File: config.mk
export PLATFORM = sky130hd
export DESIGN_NAME = ball_motion
export DESIGN_NICKNAME = d
export VERILOG_FILES = /design/src/rtl/pong_pkg.sv /design/src/rtl/ball_axis_step.sv /design/src/rtl/ball_motion.sv
export SDC_FILE = /design/constraint.sdc
export NUM_CORES = 1
export LEC_CHECK = 0
export ABC_AREA = 1
export ABC_CLOCK_PERIOD_IN_PS = 2300
export CAP_MARGIN = 0
export CORE_MARGIN = 5
export CORE_UTILIZATION = 47
export CTS_CLUSTER_SIZE = 12
export DETAILED_ROUTE_END_ITERATION = 10
export PLACE_DENSITY = 0.75
export SLEW_MARGIN = 20
export SYNTH_ARGS = -nofsm -noshare
export SYNTH_HDL_FRONTEND = slang
export SYNTH_SLANG_ARGS = --single-unit
File: constraint.sdc
create_clock -name clk -period 2.3 [get_ports clk]
set_input_delay 0.46 -clock clk [delete_from_list [all_inputs] [get_ports clk]]
set_output_delay 0.46 -clock clk [all_outputs]
set_load 0.02 [all_outputs]
File: src/rtl/pong_pkg.sv
// pong_pkg: shared game-state encoding, field geometry and ball FSM state type
package pong_pkg;

   localparam logic [1:0] GS_IDLE  = 2'd0;
   localparam logic [1:0] GS_SERVE = 2'd1;
   localparam logic [1:0] GS_PLAY  = 2'd2;
   localparam logic [1:0] GS_OVER  = 2'd3;

   localparam int FIELD_UP_Y       = 140;
   localparam int FIELD_DOWN_Y     = 340;
   localparam int FIELD_LEFT_GOAL  = 120;
   localparam int FIELD_RIGHT_GOAL = 520;
   localparam int FIELD_CENTER_X   = 320;
   localparam int FIELD_CENTER_Y   = 240;
   localparam int PADDLE_L_X       = 130;
   localparam int PADDLE_R_X       = 510;

   typedef enum logic [1:0] {
      ST_IDLE,
      ST_SERVE,
      ST_MOVE,
      ST_SCORED
   } ball_state_t;

   function automatic logic signed [10:0] sext(input logic [9:0] v);
      return {v[9], v};
   endfunction

endpackage

File: src/rtl/ball_axis_step.sv
// ball_axis_step: one axis position + signed speed, with edge flags and optional clamp
module ball_axis_step
   import pong_pkg::*;
#(
   parameter int LO    = 0,
   parameter int HI    = 639,
   parameter bit CLAMP = 1'b0
) (
   input  logic [9:0] pos,
   input  logic [9:0] speed,
   output logic [9:0] pos_next,
   output logic       at_lo,
   output logic       at_hi
);

   localparam logic signed [10:0] LO_S = 11'(LO);
   localparam logic signed [10:0] HI_S = 11'(HI);

   logic signed [10:0] sum;

   assign sum      = $signed({1'b0, pos}) + sext(speed);
   assign at_lo    = sum <= LO_S;
   assign at_hi    = sum >= HI_S;
   assign pos_next = (CLAMP && at_lo) ? LO_S[9:0] : (CLAMP && at_hi) ? HI_S[9:0] : sum[9:0];

endmodule

File: src/rtl/ball_motion.sv
// ball_motion: ball position/speed state machine with serve, wall clamp and goal scoring
module ball_motion
   import pong_pkg::*;
#(
   parameter int UP_Y       = FIELD_UP_Y,
   parameter int DOWN_Y     = FIELD_DOWN_Y,
   parameter int LEFT_GOAL  = FIELD_LEFT_GOAL,
   parameter int RIGHT_GOAL = FIELD_RIGHT_GOAL,
   parameter int CENTER_X   = FIELD_CENTER_X,
   parameter int CENTER_Y   = FIELD_CENTER_Y,
   parameter int SERVE_SX   = 2,
   parameter int SERVE_SY   = 1
) (
   input  logic       clk,
   input  logic       reset,
   input  logic       frame_tick,
   input  logic [1:0] game_state,
   input  logic [9:0] next_speed_x,
   input  logic [9:0] next_speed_y,
   output logic [9:0] ball_x,
   output logic [9:0] ball_y,
   output logic [9:0] now_speed_x,
   output logic [9:0] now_speed_y,
   output logic       p1_point,
   output logic       p2_point,
   output logic       ball_active
);

   localparam logic [9:0] CX     = 10'(CENTER_X);
   localparam logic [9:0] CY     = 10'(CENTER_Y);
   localparam logic [9:0] SX_POS = 10'(SERVE_SX);
   localparam logic [9:0] SX_NEG = 10'(-SERVE_SX);
   localparam logic [9:0] SY     = 10'(SERVE_SY);

   ball_state_t state;
   logic        serve_dir;
   logic [9:0]  x_next, y_next;
   logic        x_lo, x_hi, y_lo, y_hi;
   logic        unused_y_flags;

   ball_axis_step #(.LO(LEFT_GOAL), .HI(RIGHT_GOAL), .CLAMP(1'b0)) u_x (
      .pos(ball_x), .speed(next_speed_x), .pos_next(x_next), .at_lo(x_lo), .at_hi(x_hi)
   );

   ball_axis_step #(.LO(UP_Y), .HI(DOWN_Y), .CLAMP(1'b1)) u_y (
      .pos(ball_y), .speed(next_speed_y), .pos_next(y_next), .at_lo(y_lo), .at_hi(y_hi)
   );

   assign unused_y_flags = y_lo ^ y_hi;

   // ball FSM: reset, then idle/over abort, then per-state serve, move and score handling
   always_ff @(posedge clk) begin
      if (!reset) begin
         state       <= ST_IDLE;
         ball_x      <= CX;
         ball_y      <= CY;
         now_speed_x <= '0;
         now_speed_y <= '0;
         p1_point    <= 1'b0;
         p2_point    <= 1'b0;
         ball_active <= 1'b0;
         serve_dir   <= 1'b0;
      end else begin
         p1_point <= 1'b0;
         p2_point <= 1'b0;
         if (game_state == GS_IDLE || game_state == GS_OVER) begin
            state       <= ST_IDLE;
            ball_x      <= CX;
            ball_y      <= CY;
            now_speed_x <= '0;
            now_speed_y <= '0;
            ball_active <= 1'b0;
         end else begin
            case (state)
               ST_IDLE: if (game_state == GS_SERVE) begin
                  state       <= ST_SERVE;
                  ball_x      <= CX;
                  ball_y      <= CY;
                  now_speed_x <= serve_dir ? SX_NEG : SX_POS;
                  now_speed_y <= SY;
               end
               ST_SERVE: if (frame_tick && game_state == GS_PLAY) begin
                  state       <= ST_MOVE;
                  ball_active <= 1'b1;
               end
               ST_MOVE: if (game_state != GS_PLAY) begin
                  state       <= ST_SERVE;
                  ball_active <= 1'b0;
                  ball_x      <= CX;
                  ball_y      <= CY;
                  now_speed_x <= serve_dir ? SX_NEG : SX_POS;
                  now_speed_y <= SY;
               end else if (frame_tick) begin
                  ball_x <= x_next;
                  ball_y <= y_next;
                  if (x_lo || x_hi) begin
                     state       <= ST_SCORED;
                     ball_active <= 1'b0;
                     now_speed_x <= '0;
                     now_speed_y <= '0;
                     p2_point    <= x_lo;
                     p1_point    <= !x_lo;
                     serve_dir   <= !x_lo;
                  end else begin
                     now_speed_x <= next_speed_x;
                     now_speed_y <= next_speed_y;
                  end
               end
               ST_SCORED: if (frame_tick) begin
                  state       <= ST_SERVE;
                  ball_x      <= CX;
                  ball_y      <= CY;
                  now_speed_x <= serve_dir ? SX_NEG : SX_POS;
                  now_speed_y <= SY;
               end
               default: state <= ST_IDLE;
            endcase
         end
      end
   end

endmodule

==> run summary, run 1 <==
For the total count of max-transition violations in the final report, the log shows 0. By instance count, the cell type seen most on the critical path is sky130_fd_sc_hd__nand2_1. Slack of the critical path: -131 ps. The minimum hold slack came out at 432 ps. The type of the most critical hold path was in2reg. For the sequential element share of the synthesized area, the log shows 0.291. The tools report the number of vias after detailed routing as 3973.

For the total inserted antenna cells, the log shows 0. The total grt overflow was 0. The logs give 0.880 for the placer's final routability congestion estimate and 0 for the total of hold buffers inserted after clock tree synthesis. Dividing the synthesized area by the synthesized cell count gives 6.35 um2.

The final reports fail on negative setup slack. The detailed-placement wirelength estimate came out at 7570 um. Number of H-tree branching levels: 2. STA classifies the critical path endpoint as a register. The final clock period utilization by the worst path was 1.06. Measured along the x axis, the die boundary spans 92.1 um.

The die covers 8490 um2. For this design the static power due to leakage is 2.40 nW. The signal on the critical path passes through ha_4 -> inv_2 -> fa_2 -> inv_2 -> buf_4 -> nand2_1 -> nand3_2 -> nand2_1 -> nand2_1 -> nand3_2 -> o21bai_4 -> inv_2 -> nor2_4 -> inv_4 -> nor2_4 -> nand2_1 -> a21oi_2. Number of synthesized register bits: 46. The critical path starts at ball_x[0].

Share of synthesized flip-flops with an asynchronous set or reset: 0. In this run the critical register-to-register path is launched from ball_x[0]. The count of cell types in the netlist was 30. Input and output buffers added on the ports amount to 67. The critical-path cell with the highest stage delay was sky130_fd_sc_hd__dfxtp_2. 68 I/O pins were placed. The critical setup path kind is reg2reg.

In this run the worst path has a maximum fanout of 5. The startpoint class of the critical path is a register. After detailed routing, the number of remaining DRC violations is 0. The transition at the pin with the smallest max-transition slack was 503 ps; the footprint of the multi-input gates was 2530 um2.

The final layout contains 710 nets. Derived from the worst setup path, the maximum achievable clock frequency is 411 MHz. The number of warning messages in the yosys log was 0. Relative to the synthesized area, the layout overhead comes to 67.2%. The initial standard-cell utilization of the core is 0.474.

For the post-synthesis instance area, the log shows 3170 um2. The first detailed-routing pass ran for 5 iterations. The die span in y was 92.1 um; the clock buffer count from CTS was 5. Entering global routing, the biggest net connects 17 pins. The tools report the data arrival time of the critical path as 2670 ps. Yosys attributes the largest share of cell area to sky130_fd_sc_hd__dfxtp_1 (29%), sky130_fd_sc_hd__nand2_1 (20%), sky130_fd_sc_hd__ha_1 (11%), sky130_fd_sc_hd__a21oi_1 (7.9%), sky130_fd_sc_hd__inv_1 (7.8%).

For the final database, setup skew stands at 6.89 ps. TritonCTS built the clock tree. The clock latency on the worst-skew pair is 300 ps. The sequential cells in the finished layout cover a total of 927 um2. For the overall routing resource usage, the log shows 0.232.

The initial antenna violation count was 0; the clock-pin slew on the worst setup and hold paths was 90 ps. The detailed-route wire length per cell is 15.4 um. The maximum vdd drop came out at 0.000247 V.

The maximum number of buffers from clock root to sink was 2; the wire length after detailed routing was 11400 um. Counting every instance in the synthesized netlist gives 499. Clock tree synthesis found a total of 46 sinks. Fill cells in the final layout number 418. The floorplan step defined a core boundary enclosing 6680 um2.

The logs give 0 for the remaining number of nets flagged by the antenna check after routing and 2540 ps for the worst path required time. The startpoint identified for the worst hold timing path is next_speed_x[0]. Setup violations remaining at the end of the flow were counted as 26. In this run the core area contains 30 standard-cell rows. In this run, the number of DRC markers left after iteration 0 of detailed routing was 277. Among all flip-flop cells after synthesis, the most frequent one is sky130_fd_sc_hd__dfxtp_1. The flow ran to the end, but the final reports show violations.

Setup repair after global routing could not meet its margin everywhere. Synthesis produced a netlist with a net count of 553. The first global-routing pass estimated 16300 um of wire. The worst path needs 2430 ps of the cycle, external delays included. Setup total negative slack on the finished layout was measured at -1420 ps. The share of the synthesized area in the top cell type works out to 0.291. Ratio of total power to cell area: 386 nW/um2. The share of post-route cells with drive strength above 1 works out to 0.338. sky130_fd_sc_hd__dfxtp_1 takes more of the synthesized area than any other cell. In this design, the stage delay of the slowest critical-path cell is 360 ps.

The tools report the max-capacitance violation count as 0. The cell sitting at the root of the clock tree is a sky130_fd_sc_hd__clkbuf_8. The number of global-route vias before repair is 3626, and the per-cell via count in the routed design is 5.39. The headroom to the max-slew limit came out at 0.664. Yosys mapped a number of flops with a built-in enable equal to 0. For the count of final hold-check violations, the log shows 0.
## where the power goes
group | internal, mW | switching (mW) | total (mW) | leakage, nW
registers | 0.809 | 0.0134 | 0.823 | 0.374
clock network | 0.242 | 0.289 | 0.531 | 0.0472
logic | 0.310 | 0.381 | 0.690 | 1.98
## metal layers
metal,vias to the layer above,global-route usage,routed length (um),part of all wire
met4,0,0.0705,344,0.030
met2,191,0.411,5740,0.51
met5,-,0,0,0
met1,1821,0.292,4600,0.40
li1,1929,-,-,-
met3,32,0.0312,679,0.060
## per-stage QoR
step / utilization / instances / area [um2] / worst slack (ps) / power (mW)
6_report: 0.793 / 737 / 5300 / -131 / 2.04
4_1_cts: 0.738 / 732 / 4930 / -32.4 / 1.93
2_1_floorplan: - / 499 / 3190 / -13.5 / 1.11
3_3_place_gp: 0.680 / 718 / 4540 / -692 / 1.36
5_1_grt: 0.793 / 737 / 5300 / -249 / 2.13
3_5_place_dp: 0.680 / 718 / 4540 / -797 / 1.37
## synth_stat cells, types with 3 or more instances
cell type                    n
sky130_fd_sc_hd__inv_2       4
sky130_fd_sc_hd__xor2_1      3
sky130_fd_sc_hd__nand4_1    13
sky130_fd_sc_hd__inv_1      66
sky130_fd_sc_hd__clkbuf_1    8
sky130_fd_sc_hd__ha_1       27
sky130_fd_sc_hd__nand3_1    42
sky130_fd_sc_hd__dfxtp_1    46
sky130_fd_sc_hd__nand3b_1    3
sky130_fd_sc_hd__o21ai_0    16
sky130_fd_sc_hd__a21oi_1    50
sky130_fd_sc_hd__nand2_1   172
sky130_fd_sc_hd__nor2_1     27
## critical path, delay by kind of cell, from the launching register on
family	cells	cell delay, ps
flops	1	360
fa+ha+maj	2	470
compound gates	2	300
simple gates	8	890
buf+inv	5	360
## final cells by class
type / instances / area share
clock inverters: 2 / 0.00236
multi-input cells: 373 / 0.478
inverters: 70 / 0.0505
well taps: 80 / 0.0189
flip-flops and latches: 46 / 0.175
repair buffers: 160 / 0.260
clock buffers: 6 / 0.0156
## flip-flops by register name, indices dropped and copies added, names as in the netlist
name         cells
ball_x          10
ball_y          10
now_speed_y     10
ball_active      1
p2_point         1
serve_dir        1
state            2
p1_point         1
now_speed_x     10
## worst paths after layout
kind / to / slack [ps] / cells past startpoint
setup / recovery: now_speed_y[4] / -130 / 17
hold / removal: now_speed_x[0] / 430 / 3
setup reg to reg: now_speed_y[4] / -130 / 17
hold reg to reg: now_speed_y[3] / 480 / 2
## what timing repair did
item | CTS | global route
hold endpoints to repair | 0 | 0
pin swaps | 29 | 38
resized for setup | 69 | 82
buffers inserted | 5 | 4
setup endpoints to repair | 35 | 35
gates cloned | 1 | 1
## cells by family after synthesis
| group | Yosys count | synth area share |
|---|---|---|
| compound gates | 75 | 0.128 |
| simple gates | 263 | 0.351 |
| fa+ha+maj | 29 | 0.119 |
| flops | 46 | 0.291 |
| xor+xnor | 5 | 0.0138 |
| buf+inv | 81 | 0.0975 |
## placed cells by master (no fill, tap or decap), types with 4 or more instances in the layout
cell type	instances
sky130_fd_sc_hd__a21oi_2	21
sky130_fd_sc_hd__nand2_1	142
sky130_fd_sc_hd__nand2_4	4
sky130_fd_sc_hd__nor2_2	4
sky130_fd_sc_hd__inv_2	9
sky130_fd_sc_hd__clkdlybuf4s50_1	51
sky130_fd_sc_hd__nand2_2	27
sky130_fd_sc_hd__inv_1	59
sky130_fd_sc_hd__dlygate4sd2_1	11
sky130_fd_sc_hd__o21ai_0	13
sky130_fd_sc_hd__nor2_1	23
sky130_fd_sc_hd__nand4_1	13
sky130_fd_sc_hd__buf_4	87
sky130_fd_sc_hd__a21oi_1	27
sky130_fd_sc_hd__clkbuf_8	6
sky130_fd_sc_hd__buf_6	6
sky130_fd_sc_hd__ha_1	9
sky130_fd_sc_hd__ha_4	18
sky130_fd_sc_hd__dfxtp_1	43
sky130_fd_sc_hd__nand3_1	27
sky130_fd_sc_hd__nand3_2	14
Power figures use the tool's default switching activity.
==> run 2, diff against run 1 <==
CORE_UTILIZATION = 40   (was 47)
GPL_ROUTABILITY_DRIVEN = 0   (was not set)
PLACE_DENSITY = 0.65   (was 0.75)
==> run 2 against run 1 <==
  * The flow still finishes with violations (negative setup slack)
  * Fmax rose by 3.4%
  * Core utilization down 12 points
  * Largest power group unchanged
  * Setup slack gained 79 ps
  * Critical path depth unchanged
  * Hold slack improved by 46 ps
  * Highest routed layer unchanged
  * Sequential share of layout area grew 0.20 points
  * Largest cell class unchanged
  * Non-clock buffer count fell by 4
  * Register-to-register slack improved by 90 ps
  * Design area decreased by 1.1%
==> run summary, run 2 (synthesis gave the netlist of run 1 again) <==
For the utilization of the core after routing, the log shows 0.678. The run gives 706 as the final net count. The share of post-route cells with drive strength above 1 was 0.308.

Using the TritonRoute via totals, the vias-per-cell ratio works out to 5.06. The type of the most critical hold path was reg2reg. In this run the tool buffered the top-level ports with 67 buffer cells.

STA classifies the critical path endpoint as a register. The worst path required time was 2540 ps. For the global-route wire length before repair, the log shows 16400 um. The die is 99.0 um wide. On the final layout, the worst hold slack is 478 ps.

Clock latency on the worst-skew pair, taken at its later pin, is 310 ps. The static power due to leakage was 2.40 nW; the first-iteration detailed-routing DRC count was 154. The run gives 2.12 mW as the total power. The maximum frequency from static timing analysis came out at 425 MHz. The core region is 7730 um2. In this run the clock root is driven by a sky130_fd_sc_hd__clkbuf_8. For the number of vias after detailed routing, the log shows 3823. The remaining routing DRC violations is 0, and the number of H-tree branching levels is 2. The CTS sink count is 46, and the maximum vdd drop is 0.000315 V. The logs give 0 for the count of final hold-check violations and 2450 um2 for the footprint of the multi-input gates. In this run, post-CTS hold repair placed 0 buffers.

Internal power comes to 1.45 mW. For the number of detailed-route iterations in the first pass, the log shows 4. For this design the ratio of total power to cell area is 405 nW/um2.

The area added between synthesis and finish was 65.3%. The initialized floorplan defines 32 standard-cell rows. The worst path in the final design needs a cycle of 2350 ps, including I/O delays and setup. Setup repair after global routing could not meet its margin everywhere. Along the worst path, the maximum fanout reaches 5.

TritonCTS built the clock tree. On the final layout, the worst clock skew is 12.1 ps. The die span in y was 99.0 um. Most common library cell in the layout ignoring fill and taps: sky130_fd_sc_hd__nand2_1. The repair_antennas step left the layout with diodes totalling 0.

The total count of max-transition violations in the final report was 0. Across the run, the number of max-cap violations was 0. The number of global-route vias before repair came out at 3586. The initial standard-cell utilization of the core is 0.410, and the clock buffer count from CTS is 5. The tools report the area used by sequential logic in the layout as 927 um2.

After filler insertion, the fill cell instance count of the layout stands at 625. Combinational power share: 0.325. The pin count of the biggest net entering global routing is 21, and the final setup violation count is 9.

For the worst setup path, the data arrival time is 2590 ps. Slack of the critical path: -52.5 ps. The headroom to the max-slew limit is 0.811.

The overall routing resource usage is 0.203, and the detailed-route wire length per cell is 14.2 um. The sequential cell fraction of total power came out at 0.387. The die area is 9800 um2. The run gives 0.288 as the clock network fraction of total power. Pin placement for this block handled 68 I/O pins. The initial antenna violation count came out at 0. The transition at the pin with the smallest max-transition slack was 282 ps. Detailed placement ended at an HPWL of 7720 um. Switching share of power: 0.315. The worst setup path is of the in2reg kind. The run gives 10700 um as the wire length after detailed routing. The startpoint class of the critical path is an input port. The final reports fail on negative setup slack. The logs give 0 for the total grt overflow and 2 for the maximum number of buffers from clock root to sink. The final clock period utilization by the worst path was 1.02. The clock-pin slew on the worst setup and hold paths is 90 ps. The logs give 668 uW for the net switching power and 0 for the remaining number of nets flagged by the antenna check after routing. The top cell types in the final layout, fill and taps aside, are sky130_fd_sc_hd__nand2_1 (151), sky130_fd_sc_hd__buf_4 (85), sky130_fd_sc_hd__inv_1 (59), sky130_fd_sc_hd__clkdlybuf4s50_1 (49), sky130_fd_sc_hd__dfxtp_1 (43). The flow ran to the end, but the final reports show violations.
run 2: cell types whose count changed in the layout (fill, tap and decap cells not counted), sizes merged:
cell / before / now
dlygate4sd2: 11 / 9
clkbuf: 7 / 6
clkdlybuf4s15: 0 / 1
clkinv: 1 / 2
buf: 94 / 90
dlymetal6s2s: 3 / 6
clkinvlp: 1 / 0
bufinv: 0 / 1
clkdlybuf4s50: 51 / 49
run 2: layout make-up:
cell class | count | area share
clock inverter | 3 | 0.00764
multi-input combinational | 373 | 0.468
sequential | 46 | 0.177
inverter | 70 | 0.0506
timing repair buffer | 156 | 0.259
clock buffer | 5 | 0.0131
tap | 102 | 0.0244
run 2: layer usage:
metal,vias to the layer above,wire [um],track usage
met4,0,227,0.0651
li1,1913,-,-
met1,1762,4600,0.254
met5,-,0,0
met2,128,5210,0.345
met3,20,681,0.0474
run 2: worst max-delay path, cell delays in order:
cell                            delay, ps
sky130_fd_sc_hd__dlygate4sd2_1        240
sky130_fd_sc_hd__buf_4                150
sky130_fd_sc_hd__ha_4                 260
sky130_fd_sc_hd__nand2_1               50
sky130_fd_sc_hd__nor2_2               120
sky130_fd_sc_hd__nand2_1              100
sky130_fd_sc_hd__nand3_1              100
sky130_fd_sc_hd__nand2_1               50
sky130_fd_sc_hd__nand2_1               80
sky130_fd_sc_hd__nand3_1              100
sky130_fd_sc_hd__o21bai_2             190
sky130_fd_sc_hd__inv_2                 70
sky130_fd_sc_hd__nor2_4               140
sky130_fd_sc_hd__buf_4                140
sky130_fd_sc_hd__buf_6                110
sky130_fd_sc_hd__nand3_1               90
sky130_fd_sc_hd__a21oi_2              140
run 2: per-stage QoR:
step,setup WS [ps],std cells,setup TNS (ps),cell area (um2)
3_3_place_gp,-660,734,-22550,4520
4_1_cts,-7.10,748,-9.54,4900
3_5_place_dp,-741,734,-24630,4520
6_report,-52.5,755,-211,5240
2_1_floorplan,-13.5,499,-13.5,3190
5_1_grt,-176,755,-3460,5240
run 2: worst paths after layout:
kind / startpoint / end / slack (ps) / depth (start not counted)
max: next_speed_x[1] / now_speed_x[6] / -50 / 17
max reg2reg: ball_x[0] / now_speed_x[6] / -40 / 18
min reg2reg: now_speed_y[5] / now_speed_y[5] / 480 / 2
min: now_speed_y[5] / now_speed_y[5] / 480 / 2
run 2: power by group through the flow:
stage | combinational, mW | clock (mW) | sequential (mW)
2_1_floorplan | 0.257 | 0 | 0.854
3_3_place_gp | 0.523 | 0 | 0.840
3_5_place_dp | 0.530 | 0 | 0.840
4_1_cts | 0.585 | 0.622 | 0.822
5_1_grt | 0.751 | 0.655 | 0.824
6_report | 0.690 | 0.611 | 0.822
run 2: what timing repair did:
| action | 4_1_cts | 5_1_grt |
|---|---|---|
| endpoints found under the setup margin | 35 | 42 |
| buffers inserted | 5 | 6 |
| gates resized for setup | 57 | 73 |
| endpoints found under the hold margin | 0 | 0 |
| pin swaps | 21 | 36 |
| gates cloned | 1 | 1 |
